==> config.mk <==
export PLATFORM = sky130hd
export DESIGN_NAME = ddr_host_frontend
export DESIGN_NICKNAME = d
export VERILOG_FILES = /design/src/rtl/ddr_host_frontend.sv
export SDC_FILE = /design/constraint.sdc
export NUM_CORES = 1
export LEC_CHECK = 0
export BUFFER_PORTS_ARGS = -buffer_cell sky130_fd_sc_hd__buf_2
export CAP_MARGIN = 10
export CORE_MARGIN = 5
export CORE_UTILIZATION = 25
export CTS_CLUSTER_SIZE = 24
export DETAILED_ROUTE_END_ITERATION = 6
export PLACE_DENSITY_LB_ADDON = 0.12
export RECOVER_POWER = 100
export SLEW_MARGIN = 20
export SYNTH_ARGS = -nofsm -noshare
export SYNTH_HDL_FRONTEND = slang
export SYNTH_SLANG_ARGS = --single-unit
==> constraint.sdc <==
create_clock -name CK_t -period 5.65 [get_ports CK_t]
set_input_delay 0.2825 -clock CK_t [delete_from_list [all_inputs] [get_ports CK_t]]
set_output_delay 0.2825 -clock CK_t [all_outputs]
set_load 0.02 [all_outputs]
==> src/rtl/ddr_host_frontend.sv <==
// ddr_host_frontend
// Host-side responder for the DDR controller request interface. Host requests
// are queued in a small command FIFO for the scheduler. Read returns are passed
// back to the host one cycle later. A shadow timing configuration is updated by
// mode-register writes, and those writes are applied only once the command
// queue and all outstanding reads have drained.
module ddr_host_frontend #(
   parameter int DEPTH  = 4,
   parameter int ADDR_W = 32,
   parameter int DATA_W = 64
) (
   input  logic              CK_t,
   input  logic              RESET_n,
   input  logic [2:0]        request,
   input  logic [ADDR_W-1:0] log_addr,
   input  logic [DATA_W-1:0] wr_data,
   output logic              cmd_rdy,
   input  logic              mrs_update,
   input  logic [2:0]        CL,
   input  logic [2:0]        AL,
   input  logic [2:0]        BL,
   input  logic [2:0]        CWL,
   input  logic              RD_PRE,
   input  logic              WR_PRE,
   output logic [2:0]        cfg_CL,
   output logic [2:0]        cfg_AL,
   output logic [2:0]        cfg_BL,
   output logic [2:0]        cfg_CWL,
   output logic              cfg_RD_PRE,
   output logic              cfg_WR_PRE,
   output logic              mrs_done,
   output logic              cmd_err,
   output logic              ctrl_valid,
   input  logic              ctrl_ready,
   output logic              ctrl_wr,
   output logic [ADDR_W-1:0] ctrl_addr,
   output logic [DATA_W-1:0] ctrl_wdata,
   input  logic              ctrl_rvalid,
   input  logic [DATA_W-1:0] ctrl_rdata,
   output logic              rd_valid,
   output logic [DATA_W-1:0] rd_data
);

   localparam int PW = $clog2(DEPTH);
   localparam int OW = PW + 2;

   typedef logic [PW-1:0] ptr_t;
   typedef logic [PW:0]   cnt_t;
   typedef logic [OW-1:0] ocnt_t;

   localparam cnt_t  FULL_CNT = cnt_t'(DEPTH);
   localparam cnt_t  CNT_ONE  = cnt_t'(1);
   localparam ptr_t  PTR_ONE  = ptr_t'(1);
   localparam ocnt_t OCNT_ONE = ocnt_t'(1);

   typedef enum logic [1:0] {
      RUN   = 2'd0,
      DRAIN = 2'd1,
      APPLY = 2'd2
   } state_t;

   state_t state;

   // command FIFO storage (data only, never reset)
   logic              fifo_wr    [DEPTH];
   logic [ADDR_W-1:0] fifo_addr  [DEPTH];
   logic [DATA_W-1:0] fifo_wdata [DEPTH];

   ptr_t  wr_ptr;
   ptr_t  rd_ptr;
   cnt_t  count;
   ocnt_t outst;

   // staged mode-register values waiting for the drained apply
   logic [2:0] stg_cl;
   logic [2:0] stg_al;
   logic [2:0] stg_bl;
   logic [2:0] stg_cwl;
   logic       stg_rd_pre;
   logic       stg_wr_pre;

   logic full;
   logic req_legal;
   logic req_illegal;
   logic push;
   logic pop;
   logic rd_pop;
   logic rd_ret;
   logic rd_spurious;
   logic drained;

   // Acceptance is blocked outside RUN and when full; a pop in the same cycle
   // never frees a slot for the concurrent request.
   assign full        = (count == FULL_CNT);
   assign cmd_rdy     = RESET_n && (state == RUN) && !full;
   assign req_legal   = (request == 3'd1) || (request == 3'd2);
   assign req_illegal = (request >= 3'd3);
   assign push        = cmd_rdy && req_legal;

   assign ctrl_valid  = (count != '0);
   assign pop         = ctrl_valid && ctrl_ready;
   assign ctrl_wr     = fifo_wr[rd_ptr];
   assign ctrl_addr   = fifo_addr[rd_ptr];
   assign ctrl_wdata  = fifo_wdata[rd_ptr];

   assign rd_pop      = pop && !ctrl_wr;
   assign rd_ret      = ctrl_rvalid && (outst != '0);
   assign rd_spurious = ctrl_rvalid && (outst == '0);
   assign drained     = !ctrl_valid && (outst == '0);

   // write accepted requests into the slot at the tail pointer
   always_ff @(posedge CK_t) begin
      if (push) begin
         fifo_wr[wr_ptr]    <= (request == 3'd2);
         fifo_addr[wr_ptr]  <= log_addr;
         fifo_wdata[wr_ptr] <= wr_data;
      end
   end

   // FIFO pointers and occupancy
   always_ff @(posedge CK_t or negedge RESET_n) begin
      if (!RESET_n) begin
         wr_ptr <= '0;
         rd_ptr <= '0;
         count  <= '0;
      end else begin
         if (push) wr_ptr <= wr_ptr + PTR_ONE;
         if (pop)  rd_ptr <= rd_ptr + PTR_ONE;
         case ({push, pop})
            2'b10:   count <= count + CNT_ONE;
            2'b01:   count <= count - CNT_ONE;
            default: count <= count;
         endcase
      end
   end

   // reads issued to the scheduler whose data has not yet come back
   always_ff @(posedge CK_t or negedge RESET_n) begin
      if (!RESET_n) begin
         outst <= '0;
      end else begin
         case ({rd_pop, rd_ret})
            2'b10:   outst <= outst + OCNT_ONE;
            2'b01:   outst <= outst - OCNT_ONE;
            default: outst <= outst;
         endcase
      end
   end

   // read return register toward the host and the error pulse
   always_ff @(posedge CK_t or negedge RESET_n) begin
      if (!RESET_n) begin
         rd_valid <= 1'b0;
         rd_data  <= '0;
         cmd_err  <= 1'b0;
      end else begin
         rd_valid <= rd_ret;
         if (rd_ret) rd_data <= ctrl_rdata;
         cmd_err  <= (cmd_rdy && req_illegal) || rd_spurious;
      end
   end

   // mode-register FSM: stage, wait for drain, apply for one cycle
   always_ff @(posedge CK_t or negedge RESET_n) begin
      if (!RESET_n) begin
         state      <= RUN;
         mrs_done   <= 1'b0;
         stg_cl     <= '0;
         stg_al     <= '0;
         stg_bl     <= '0;
         stg_cwl    <= '0;
         stg_rd_pre <= 1'b0;
         stg_wr_pre <= 1'b0;
         cfg_CL     <= '0;
         cfg_AL     <= '0;
         cfg_BL     <= '0;
         cfg_CWL    <= '0;
         cfg_RD_PRE <= 1'b0;
         cfg_WR_PRE <= 1'b0;
      end else begin
         mrs_done <= 1'b0;
         case (state)
            RUN: begin
               if (mrs_update) begin
                  stg_cl     <= CL;
                  stg_al     <= AL;
                  stg_bl     <= BL;
                  stg_cwl    <= CWL;
                  stg_rd_pre <= RD_PRE;
                  stg_wr_pre <= WR_PRE;
                  state      <= DRAIN;
               end
            end
            DRAIN: begin
               if (mrs_update) begin
                  stg_cl     <= CL;
                  stg_al     <= AL;
                  stg_bl     <= BL;
                  stg_cwl    <= CWL;
                  stg_rd_pre <= RD_PRE;
                  stg_wr_pre <= WR_PRE;
               end
               if (drained) state <= APPLY;
            end
            APPLY: begin
               cfg_CL     <= stg_cl;
               cfg_AL     <= stg_al;
               cfg_BL     <= stg_bl;
               cfg_CWL    <= stg_cwl;
               cfg_RD_PRE <= stg_rd_pre;
               cfg_WR_PRE <= stg_wr_pre;
               mrs_done   <= 1'b1;
               state      <= RUN;
            end
            default: state <= RUN;
         endcase
      end
   end

endmodule
==> run metrics, run 1 <==
Boundary Pins=362; total of max-cap violations=9; total standard cell area after synthesis=0.0183 mm^2; clock latency at the later pin of the worst-skew pair=0.60 ns; net count after synthesis=987; HPWL after detailed placement=28.6 mm; Highest Clock Rate=0.228 GHz; Warnings, synthesis=0; pin count of the biggest net entering global routing=65; layout overhead on the synthesized area=33.9%; most common cell type on the critical path=sky130_fd_sc_hd__clkbuf_2; VDD IR-drop max=258 uV; final total negative setup slack=0 ns; arrival time reported for the critical path endpoint=4.10 ns; CP cell instances=clkbuf_2, clkbuf_2, mux4_2, clkbuf_1; final period demand of the worst path=4.38 ns; mean cell area of the mapped netlist=23.1 um^2; met1 demand-to-capacity share in global routing=14.6%; Power per Cell Area=459 mW/mm^2; Max stage delay cell, worst path=sky130_fd_sc_hd__clkbuf_2; clock tree from TritonCTS=built; Largest stage delay, worst path=1.00 ns; average wire length per cell after detail routing=19.3 um; number of levels the H-tree was split into=2; synthesized instance count=795; RSZ-0062 raised after global routing=no; buffers added on ports=361; data required time at the worst endpoint=5.37 ns; vias in the first global route=11000; met2 track utilization from global routing=18.8%; depth of the worst hold-timing path=2; number of optimization iterations in the first detailed-route pass=4; GR Layer Usage met3=3.87%; Worst Hold Margin=0.0906 ns; Initial Util=25.2%; highest-utilization routing layer at the global route stage=met2; worst slew slack as a fraction of its limit=-102%; count of clock tree sinks=496; Clock Tree Buf Depth=3; final-stage net count=1568; class of the tightest hold or removal check=primary input to register; Placed Instances=2097; leading cell type in the layout, fill and taps excluded=sky130_fd_sc_hd__edfxtp_1; Worst Reg2Reg Path Length in Cells=4; number of synthesized register bits=496; initial antenna violation count=6; Core Region=0.0728 mm^2; gr usage total=11.4%; DRC violation count after routing=0; violated checks=max-capacitance violations, max-slew violations; DRC violation total after the first TritonRoute iteration=421; final setup fails=0; total number of vias=9775; commonest cells after routing, fill and taps aside=sky130_fd_sc_hd__edfxtp_1, sky130_fd_sc_hd__clkbuf_1, sky130_fd_sc_hd__dlygate4sd3_1; Layout Skew=0.0219 ns; Finished Layout Cells=2383; pins over their slew limit=358; number of nets still failing antenna checks after routing=0; overflow left after global routing=0; prevailing post-synth register cell=sky130_fd_sc_hd__edfxtp_1; number of standard-cell rows in the floorplan=99; Seq/Total Area, Yosys=78.3%; run status=complete, but fails checks; crit share post-route=77.6%; number of flops mapped to enable cells by yosys=388; type of the worst setup path=register to output port; kind of end point of the critical path=output port; area of the die=0.0789 mm^2; Post CTS Setup Buffer Count=0; number of unique standard cell types used by synthesis=37; number of fillers in the final layout=7150; Startpoint Class=register; CTS clk-pin slew, worst paths=0.06 ns; async set-reset flop share out of synthesis=21.8%; average via count per standard cell=4.10; root buf cell=sky130_fd_sc_hd__clkbuf_16; height of the die=281 um; peak fanout along the critical path=35; final wirelength=45.9 mm; Tightest Pin Transition=3.03 ns; floorplan die width=281 um; leakage power of the design=8.40 nW; clock buffer count from CTS=57; wire length of the first global-routing pass=69.0 mm; total count of hold-check failures in the final report=0; gp weighted congestion=0.711; overall power of the completed layout=11.3 mW; fraction of layout cells with a size suffix above 1=26.2%
==> logic make-up after synthesis <==
group,synth area share [%]
DFF,78.3
buffers and inverters,1.25
adders and majority gates,0.764
xor gates and xnor gates,0.430
muxes,17.7
AOI/OAI and AO/OA,0.580
and+or+nand+nor,0.983
==> report_power, final <==
group          switching [mW]  internal [mW]
sequential              0.277           4.24
combinational            1.84           1.26
clock                    1.46           2.19
==> sequential cells by signal, summed over array words and instances (netlist names), 4 cells and up <==
signal and count:
fifo_addr 128, fifo_wdata 256, fifo_wr 4, outst 4
rd_data 64
==> final cells by class <==
type                            instances  area (um^2)  share of cell area [%]
Clock buffer                           68         1490                    6.06
Sequential cell                       496        14400                    58.5
Multi-Input combinational cell        251         3750                    15.3
Antenna cell                            4         10.0                  0.0408
Inverter                               14         52.6                   0.214
Clock inverter                         35          364                    1.48
Tap cell                              959         1200                    4.89
Timing Repair Buffer                  556         3330                    13.6
==> cells in the mapped netlist, types with 2 or more instances <==
library cell	count	share of area, %
sky130_fd_sc_hd__a21oi_1	3	0.082
sky130_fd_sc_hd__and2_2	3	0.12
sky130_fd_sc_hd__buf_2	15	0.41
sky130_fd_sc_hd__buf_4	8	0.33
sky130_fd_sc_hd__clkbuf_1	11	0.23
sky130_fd_sc_hd__dfrtp_1	108	15
sky130_fd_sc_hd__edfxtp_1	388	64
sky130_fd_sc_hd__fa_1	2	0.22
sky130_fd_sc_hd__ha_1	8	0.55
sky130_fd_sc_hd__inv_1	14	0.29
sky130_fd_sc_hd__mux2_1	3	0.18
sky130_fd_sc_hd__mux2_2	90	5.5
sky130_fd_sc_hd__mux4_2	97	12
sky130_fd_sc_hd__nand2_1	5	0.10
sky130_fd_sc_hd__nand3_1	3	0.082
sky130_fd_sc_hd__nor2_1	3	0.061
sky130_fd_sc_hd__nor3b_1	4	0.16
sky130_fd_sc_hd__o21ai_0	4	0.11
sky130_fd_sc_hd__xnor2_1	6	0.29
sky130_fd_sc_hd__xor2_1	3	0.14
==> through the flow <==
stage / area, um^2 / setup slack [ns] / utilization [%]
5_1_grt: 24600 / 0.982 / 33.7
4_1_cts: 25000 / 1.96 / 34.3
3_5_place_dp: 21300 / 2.09 / 29.3
6_report: 24600 / 1.27 / 33.7
2_1_floorplan: 18300 / 1.60 / -
3_3_place_gp: 21300 / 2.13 / 29.3
==> repair_timing <==
action / 4_1_cts / 5_1_grt
gates resized for setup: 0 / 0
endpoints found under the hold margin: 518 / 0
hold buffers: 179 / 0
==> critical path, delay by kind of cell (launching register included) <==
family   cells  cell delay, ns
mux          1            0.38
buf+inv      3            2.27
flops        1            0.77
==> path summary, 6_finish.rpt <==
kind	slack, ns	endpoint	start
max in group asynchronous	2.03	rd_ptr[0]$_DFFE_PN0P_	RESET_n
min	0.09	fifo_wr[1]$_DFFE_PP_	request[0]
min in group asynchronous	1.50	cmd_err$_DFF_PN0_	RESET_n
max	1.27	ctrl_addr[8]	rd_ptr[1]$_DFFE_PN0P_
min reg2reg	0.48	state[0]$_DFFE_PN0P_	state[1]$_DFFE_PN0P_
max reg2reg	1.41	fifo_wdata[3][3]$_DFFE_PP_	state[1]$_DFFE_PN0P_
==> routing by layer <==
| layer | wire length [um] | up-vias |
|---|---|---|
| met5 | 26 | - |
| met4 | 1020 | 4 |
| met3 | 3460 | 73 |
| met2 | 21900 | 263 |
| met1 | 19500 | 5037 |
| li1 | - | 4398 |
No activity file was read; power rests on OpenSTA's default activity.
==> run 2, diff against run 1 <==
==> constraint.sdc (replaced) <==
create_clock -name CK_t -period 3.7 [get_ports CK_t]
set_input_delay 0.185 -clock CK_t [delete_from_list [all_inputs] [get_ports CK_t]]
set_output_delay 0.185 -clock CK_t [all_outputs]
set_load 0.02 [all_outputs]
==> run metrics, run 2 (synthesis gave the netlist of run 1 again) <==
initial antenna violation count=3 (was 6); CP cell instances=or3b_1, a2111oi_4, and2_4, clkbuf_2 (was clkbuf_2, clkbuf_2, mux4_2, clkbuf_1); class of the tightest hold or removal check=primary input to register (unchanged); Finished Layout Cells=2387 (was 2383); Worst Reg2Reg Path Length in Cells=4 (unchanged); floorplan die width=281 um (unchanged); Layout Skew=0.0163 ns (was 0.0219 ns); Top reg by flops=fifo_wdata (unchanged); Finished Core Util=33.8% (was 33.7%); VDD IR-drop max=576 uV (was 258 uV); number of buffers inserted for hold repair after clock tree synthesis=181 (was 179); Largest stage delay, worst path=1.03 ns (was 1.00 ns); root buf cell=sky130_fd_sc_hd__clkbuf_16 (unchanged); number of levels the H-tree was split into=2 (unchanged); Max stage delay cell, worst path=sky130_fd_sc_hd__clkbuf_2 (unchanged); final period demand of the worst path=3.21 ns; area of the die=0.0789 mm^2 (unchanged); worst slew slack as a fraction of its limit=-12.3% (was -102%); Initial Util=25.2% (unchanged); total count of hold-check failures in the final report=0 (unchanged); total of max-cap violations=2 (was 9); Placed Instances=2100 (was 2097); DRC violation total after the first TritonRoute iteration=386 (was 421); fraction of layout cells with a size suffix above 1=26.9% (was 26.2%); height of the die=281 um (unchanged); average wire length per cell after detail routing=19.0 um (was 19.3 um); layout overhead on the synthesized area=34.4% (was 33.9%); crit share post-route=86.8%; total number of vias=9778 (was 9775); Clock Tree Buf Depth=3 (unchanged); overall power of the completed layout=17.0 mW (was 11.3 mW); final total negative setup slack=0 ns (unchanged); commonest cells after routing, fill and taps aside=sky130_fd_sc_hd__edfxtp_1, sky130_fd_sc_hd__clkbuf_1, sky130_fd_sc_hd__dlygate4sd3_1 (unchanged); average via count per standard cell=4.10 (about the same); Buf+Inv Stages, Crit Path=1 (was 3); gr usage total=11.3% (was 11.4%); total of cells resized after clock tree synthesis=0 (unchanged); number of flip-flops under the largest register name=256 (unchanged); leading cell type in the layout, fill and taps excluded=sky130_fd_sc_hd__edfxtp_1 (unchanged); arrival time reported for the critical path endpoint=3.40 ns (was 4.10 ns); violated checks=max-capacitance violations, max-slew violations (unchanged); Core Region=0.0728 mm^2 (unchanged); Power per Cell Area=691 mW/mm^2 (was 459 mW/mm^2); reg-to-reg endpoint=fifo_addr[3][18]$_DFFE_PP_ (was fifo_wdata[3][3]$_DFFE_PP_); number of optimization iterations in the first detailed-route pass=4 (unchanged); source of the critical timing path=state[1]$_DFFE_PN0P_ (was rd_ptr[1]$_DFFE_PN0P_); number of standard-cell rows in the floorplan=99 (unchanged); overflow left after global routing=0 (unchanged); CP Depth=4 (unchanged); count of clock tree sinks=496 (unchanged); RSZ-0062 raised after global routing=no (unchanged); clock buffer count from CTS=56 (was 57); DRC violation count after routing=0 (unchanged); HPWL after detailed placement=27.8 mm (was 28.6 mm); kind of end point of the critical path=register (was output port); number of nets still failing antenna checks after routing=0 (unchanged); CTS clk-pin slew, worst paths=0.06 ns (about the same); clock tree from TritonCTS=built (unchanged); vias in the first global route=11200 (was 11000); pin count of the biggest net entering global routing=99 (was 65); last element of the critical path=fifo_addr[3][18]$_DFFE_PP_ (was ctrl_addr[8]); Boundary Pins=362 (unchanged); buffers added on ports=361 (unchanged); final-stage net count=1572 (was 1568); final wirelength=45.3 mm (was 45.9 mm); flop2flop setup slack=0.49 ns (was 1.41 ns); gp weighted congestion=0.678 (was 0.711); wire length of the first global-routing pass=69.1 mm (was 69.0 mm); largest registers=fifo_wdata (256), fifo_addr (128), rd_data (64) (unchanged); peak fanout along the critical path=40 (was 35); Post CTS Setup Buffer Count=0 (unchanged); critical register-to-register path startpoint=state[1]$_DFFE_PN0P_ (unchanged); Tightest Pin Transition=1.68 ns (was 3.03 ns); leakage power of the design=8.45 nW (was 8.40 nW); family with the most delay on the worst path=buffers and inverters (unchanged); Startpoint Class=register (unchanged); data required time at the worst endpoint=3.89 ns (was 5.37 ns); type of the worst setup path=register to register (was register to output port); final setup fails=0 (unchanged); run status=complete, but fails checks (unchanged); Highest Clock Rate=0.311 GHz; pins over their slew limit=129 (was 358); clock latency at the later pin of the worst-skew pair=0.60 ns (about the same)
==> run 2: layout make-up <==
cell class              instances  area (um^2)
diodes                          2         5.00
clock buffers                  73         1580
clock inverters                31          262
fillers                      7136        48200
inverters                      14         52.6
multi-input cells             251         3740
flip-flops and latches        496        14400
well taps                     959         1200
repair buffers                561         3450
==> run 2: metrics by stage <==
step	instance area, um^2	hold slack, ns	setup WS [ns]
2_1_floorplan	18300	-0.111	0.703
3_3_place_gp	21400	0.393	0.754
3_5_place_dp	21400	0.387	0.727
4_1_cts	25100	0.262	0.718
5_1_grt	24600	0.307	0.289
6_report	24700	0.349	0.489
==> run 2: tightest hold or removal path: stages <==
cell	delay, ns
sky130_fd_sc_hd__dlygate4sd3_1	0.52
sky130_fd_sc_hd__buf_2	0.09
sky130_fd_sc_hd__mux2_1	0.11
==> run 2: report_power, final <==
group | switching, mW | leakage, nW | internal, mW
Combinational | 2.97 | 2.77 | 1.92
Clock | 2.23 | 0.900 | 3.21
Sequential | 0.239 | 4.78 | 6.47
Total | 5.44 | 8.45 | 11.6
==> run 2: worst min path at each step <==
| stage | cells past startpoint | endpoint | startpoint | slack [ns] |
|---|---|---|---|---|
| final | 3 | rd_data[54]$_DFFE_PN0P_ | ctrl_rdata[54] | 0.35 |
| after global routing | 3 | rd_data[9]$_DFFE_PN0P_ | ctrl_rdata[9] | 0.31 |
| after CTS | 3 | rd_data[58]$_DFFE_PN0P_ | RESET_n | 0.26 |
| after detailed placement | 2 | rd_data[58]$_DFFE_PN0P_ | RESET_n | 0.39 |
| after global placement | 2 | cmd_err$_DFF_PN0_ | RESET_n | 0.39 |
| after floorplan | 0 | cfg_AL[0]$_DFFE_PN0P_ | RESET_n | -0.11 |
==> run 2: layer usage <==
| metal | GRT usage [%] | share of wire [%] | routed length (um) |
|---|---|---|---|
| met5 | 0 | 0 | 0 |
| met3 | 3.47 | 6.8 | 3100 |
| met1 | 14.4 | 42 | 19000 |
| met4 | 3.20 | 2.4 | 1080 |
| met2 | 18.8 | 49 | 22000 |
==> run 3, diff against run 2 <==
==> constraint.sdc (replaced) <==
create_clock -name CK_t -period 3.7 [get_ports CK_t]
set_input_delay 0.185 -clock CK_t [delete_from_list [all_inputs] [get_ports CK_t]]
set_output_delay 0.185 -clock CK_t [all_outputs]
set_load 0.005 [all_outputs]
==> run metrics, run 3 (synthesis gave the netlist of run 1 again) <==
Core Region=0.0728 mm^2 (unchanged); total count of hold-check failures in the final report=0 (unchanged); average wire length per cell after detail routing=19.2 um (was 19.0 um); run status=complete, but fails checks (unchanged); flop2flop setup slack=0.37 ns (was 0.49 ns); largest registers=fifo_wdata (256), fifo_addr (128), rd_data (64) (unchanged); final period demand of the worst path=3.33 ns (was 3.21 ns); arrival time reported for the critical path endpoint=3.51 ns (was 3.40 ns); leakage power of the design=8.47 nW (was 8.45 nW); VDD IR-drop max=348 uV (was 576 uV); CTS clk-pin slew, worst paths=0.06 ns (about the same); DRC violation count after routing=0 (unchanged); total number of vias=9817 (was 9778); area of the die=0.0789 mm^2 (unchanged); number of optimization iterations in the first detailed-route pass=4 (unchanged); overall power of the completed layout=16.0 mW (was 17.0 mW); area of combinational cells with multiple inputs=0.00374 mm^2 (about the same); Highest Clock Rate=0.300 GHz (was 0.311 GHz); depth of the worst hold-timing path=3 (unchanged); data required time at the worst endpoint=3.88 ns (was 3.89 ns); initial antenna violation count=1 (was 3); Max stage delay cell, worst path=sky130_fd_sc_hd__clkbuf_2 (unchanged); HPWL after detailed placement=27.8 mm (about the same); final wirelength=45.7 mm (was 45.3 mm); Buf+Inv Stages, Crit Path=1 (unchanged); leading cell type in the layout, fill and taps excluded=sky130_fd_sc_hd__edfxtp_1 (unchanged); total of max-cap violations=3 (was 2); Min-Delay Startpoint=ctrl_rdata[54] (unchanged); average via count per standard cell=4.12 (was 4.10); wire length of the first global-routing pass=69.5 mm (was 69.1 mm); Boundary Pins=362 (unchanged); number of nets still failing antenna checks after routing=0 (unchanged); overflow left after global routing=0 (unchanged); final total negative setup slack=0 ns (unchanged); buffers added on ports=361 (unchanged); sequential cell area in the final layout=0.0144 mm^2 (unchanged); kind of end point of the critical path=register (unchanged); count of clock tree sinks=496 (unchanged); number of fillers in the final layout=7124 (was 7136); clock buffer count from CTS=56 (unchanged); commonest cells after routing, fill and taps aside=sky130_fd_sc_hd__edfxtp_1, sky130_fd_sc_hd__clkbuf_1, sky130_fd_sc_hd__dlygate4sd3_1 (unchanged); gp weighted congestion=0.680 (was 0.678); layout overhead on the synthesized area=34.0% (was 34.4%); number of flip-flops under the largest register name=256 (unchanged); Largest stage delay, worst path=1.14 ns (was 1.03 ns); clock tree from TritonCTS=built (unchanged); height of the die=281 um (unchanged); peak fanout along the critical path=44 (was 40); terminating pin of the worst hold path=rd_data[54]$_DFFE_PN0P_ (unchanged); RSZ-0062 raised after global routing=no (unchanged); family with the most delay on the worst path=buffers and inverters (unchanged); number of standard-cell rows in the floorplan=99 (unchanged); Layout Skew=0.0160 ns (was 0.0163 ns); clock latency at the later pin of the worst-skew pair=0.59 ns (was 0.60 ns); Initial Util=25.2% (unchanged); Startpoint Class=register (unchanged); Tightest Pin Transition=1.66 ns (was 1.68 ns); number of levels the H-tree was split into=2 (unchanged); vias in the first global route=11200 (about the same); class of the tightest hold or removal check=primary input to register (unchanged); Placed Instances=2097 (was 2100); type of the worst setup path=register to register (unchanged); Clock Tree Buf Depth=3 (unchanged); Power per Cell Area=652 mW/mm^2 (was 691 mW/mm^2); floorplan die width=281 um (unchanged); critical register-to-register path startpoint=state[1]$_DFFE_PN0P_ (unchanged); pins over their slew limit=156 (was 129); reg-to-reg endpoint=fifo_wdata[3][59]$_DFFE_PP_ (was fifo_addr[3][18]$_DFFE_PP_); CP cell instances=or3b_1, a2111oi_4, and2_4, clkbuf_2 (unchanged); crit share post-route=90.0% (was 86.8%); Finished Core Util=33.7% (was 33.8%); worst slew slack as a fraction of its limit=-10.8% (was -12.3%); fraction of layout cells with a size suffix above 1=28.0% (was 26.9%); Worst Reg2Reg Path Length in Cells=4 (unchanged); DRC violation total after the first TritonRoute iteration=426 (was 386); Finished Layout Cells=2385 (was 2387); gr usage total=11.5% (was 11.3%); violated checks=max-capacitance violations, max-slew violations (unchanged); Top reg by flops=fifo_wdata (unchanged); total of cells resized after clock tree synthesis=0 (unchanged); final setup fails=0 (unchanged); pin count of the biggest net entering global routing=65 (was 99); root buf cell=sky130_fd_sc_hd__clkbuf_16 (unchanged); final-stage net count=1570 (was 1572)
-- run 3: timing repair --
action | in CTS | in global routing
setup buffers | 0 | 0
endpoints found under the hold margin | 526 | 0
hold buffers | 182 | 0
-- run 3: layer usage --
metal  share of wire [%]  global-route usage [%]
met1                  42                    14.5
met2                  49                    19.2
met3                 6.1                    3.31
met4                 2.9                    3.53
met5               0.028                       0
-- run 3: area by class of cell --
type	instances	area share, %
diodes	1	0.0102
clock buffers	75	6.33
clock inverters	30	0.988
inverters	14	0.214
multi-input cells	251	15.2
flip-flops and latches	496	58.4
well taps	959	4.88
repair buffers	559	13.9
-- run 3: worst reg2reg max path, delay by kind of cell, from the launching register on --
family / cells / cell delay, ns
AND/OR/NAND/NOR: 2 / 0.71
AO/OA/AOI/OAI: 1 / 0.64
buffers and inverters: 1 / 1.14
flip-flops: 1 / 0.41
-- run 3: worst max path at each step --
stage / from / end / slack (ns) / cells past startpoint
floorplan: state[1]$_DFFE_PN0P_ / fifo_addr[0][0]$_DFFE_PP_ / 0.70 / 3
detailed placement: rd_ptr[0]$_DFFE_PN0P_ / outst[3]$_DFFE_PN0P_ / 0.74 / 7
global route: rd_ptr[0]$_DFFE_PN0P_ / ctrl_wdata[40] / 0.05 / 4
global placement: rd_ptr[0]$_DFFE_PN0P_ / outst[3]$_DFFE_PN0P_ / 0.79 / 7
CTS: rd_ptr[0]$_DFFE_PN0P_ / ctrl_wdata[40] / 0.16 / 4
finish: state[1]$_DFFE_PN0P_ / fifo_wdata[3][59]$_DFFE_PP_ / 0.37 / 4
-- run 3: power breakdown --
group | internal (mW) | total (mW) | switching (mW)
Sequential | 6.47 | 6.74 | 0.266
Combinational | 1.98 | 3.92 | 1.94
Clock | 3.15 | 5.35 | 2.20
-- run 3: metrics by stage --
step,setup slack (ns),instance area (um^2),hold WS [ns]
after global routing,0.0550,24600,0.305
after global placement,0.786,21400,0.398
final,0.370,24600,0.351
after floorplan,0.703,18300,-0.111
after detailed placement,0.740,21400,0.402
after CTS,0.159,25000,0.278
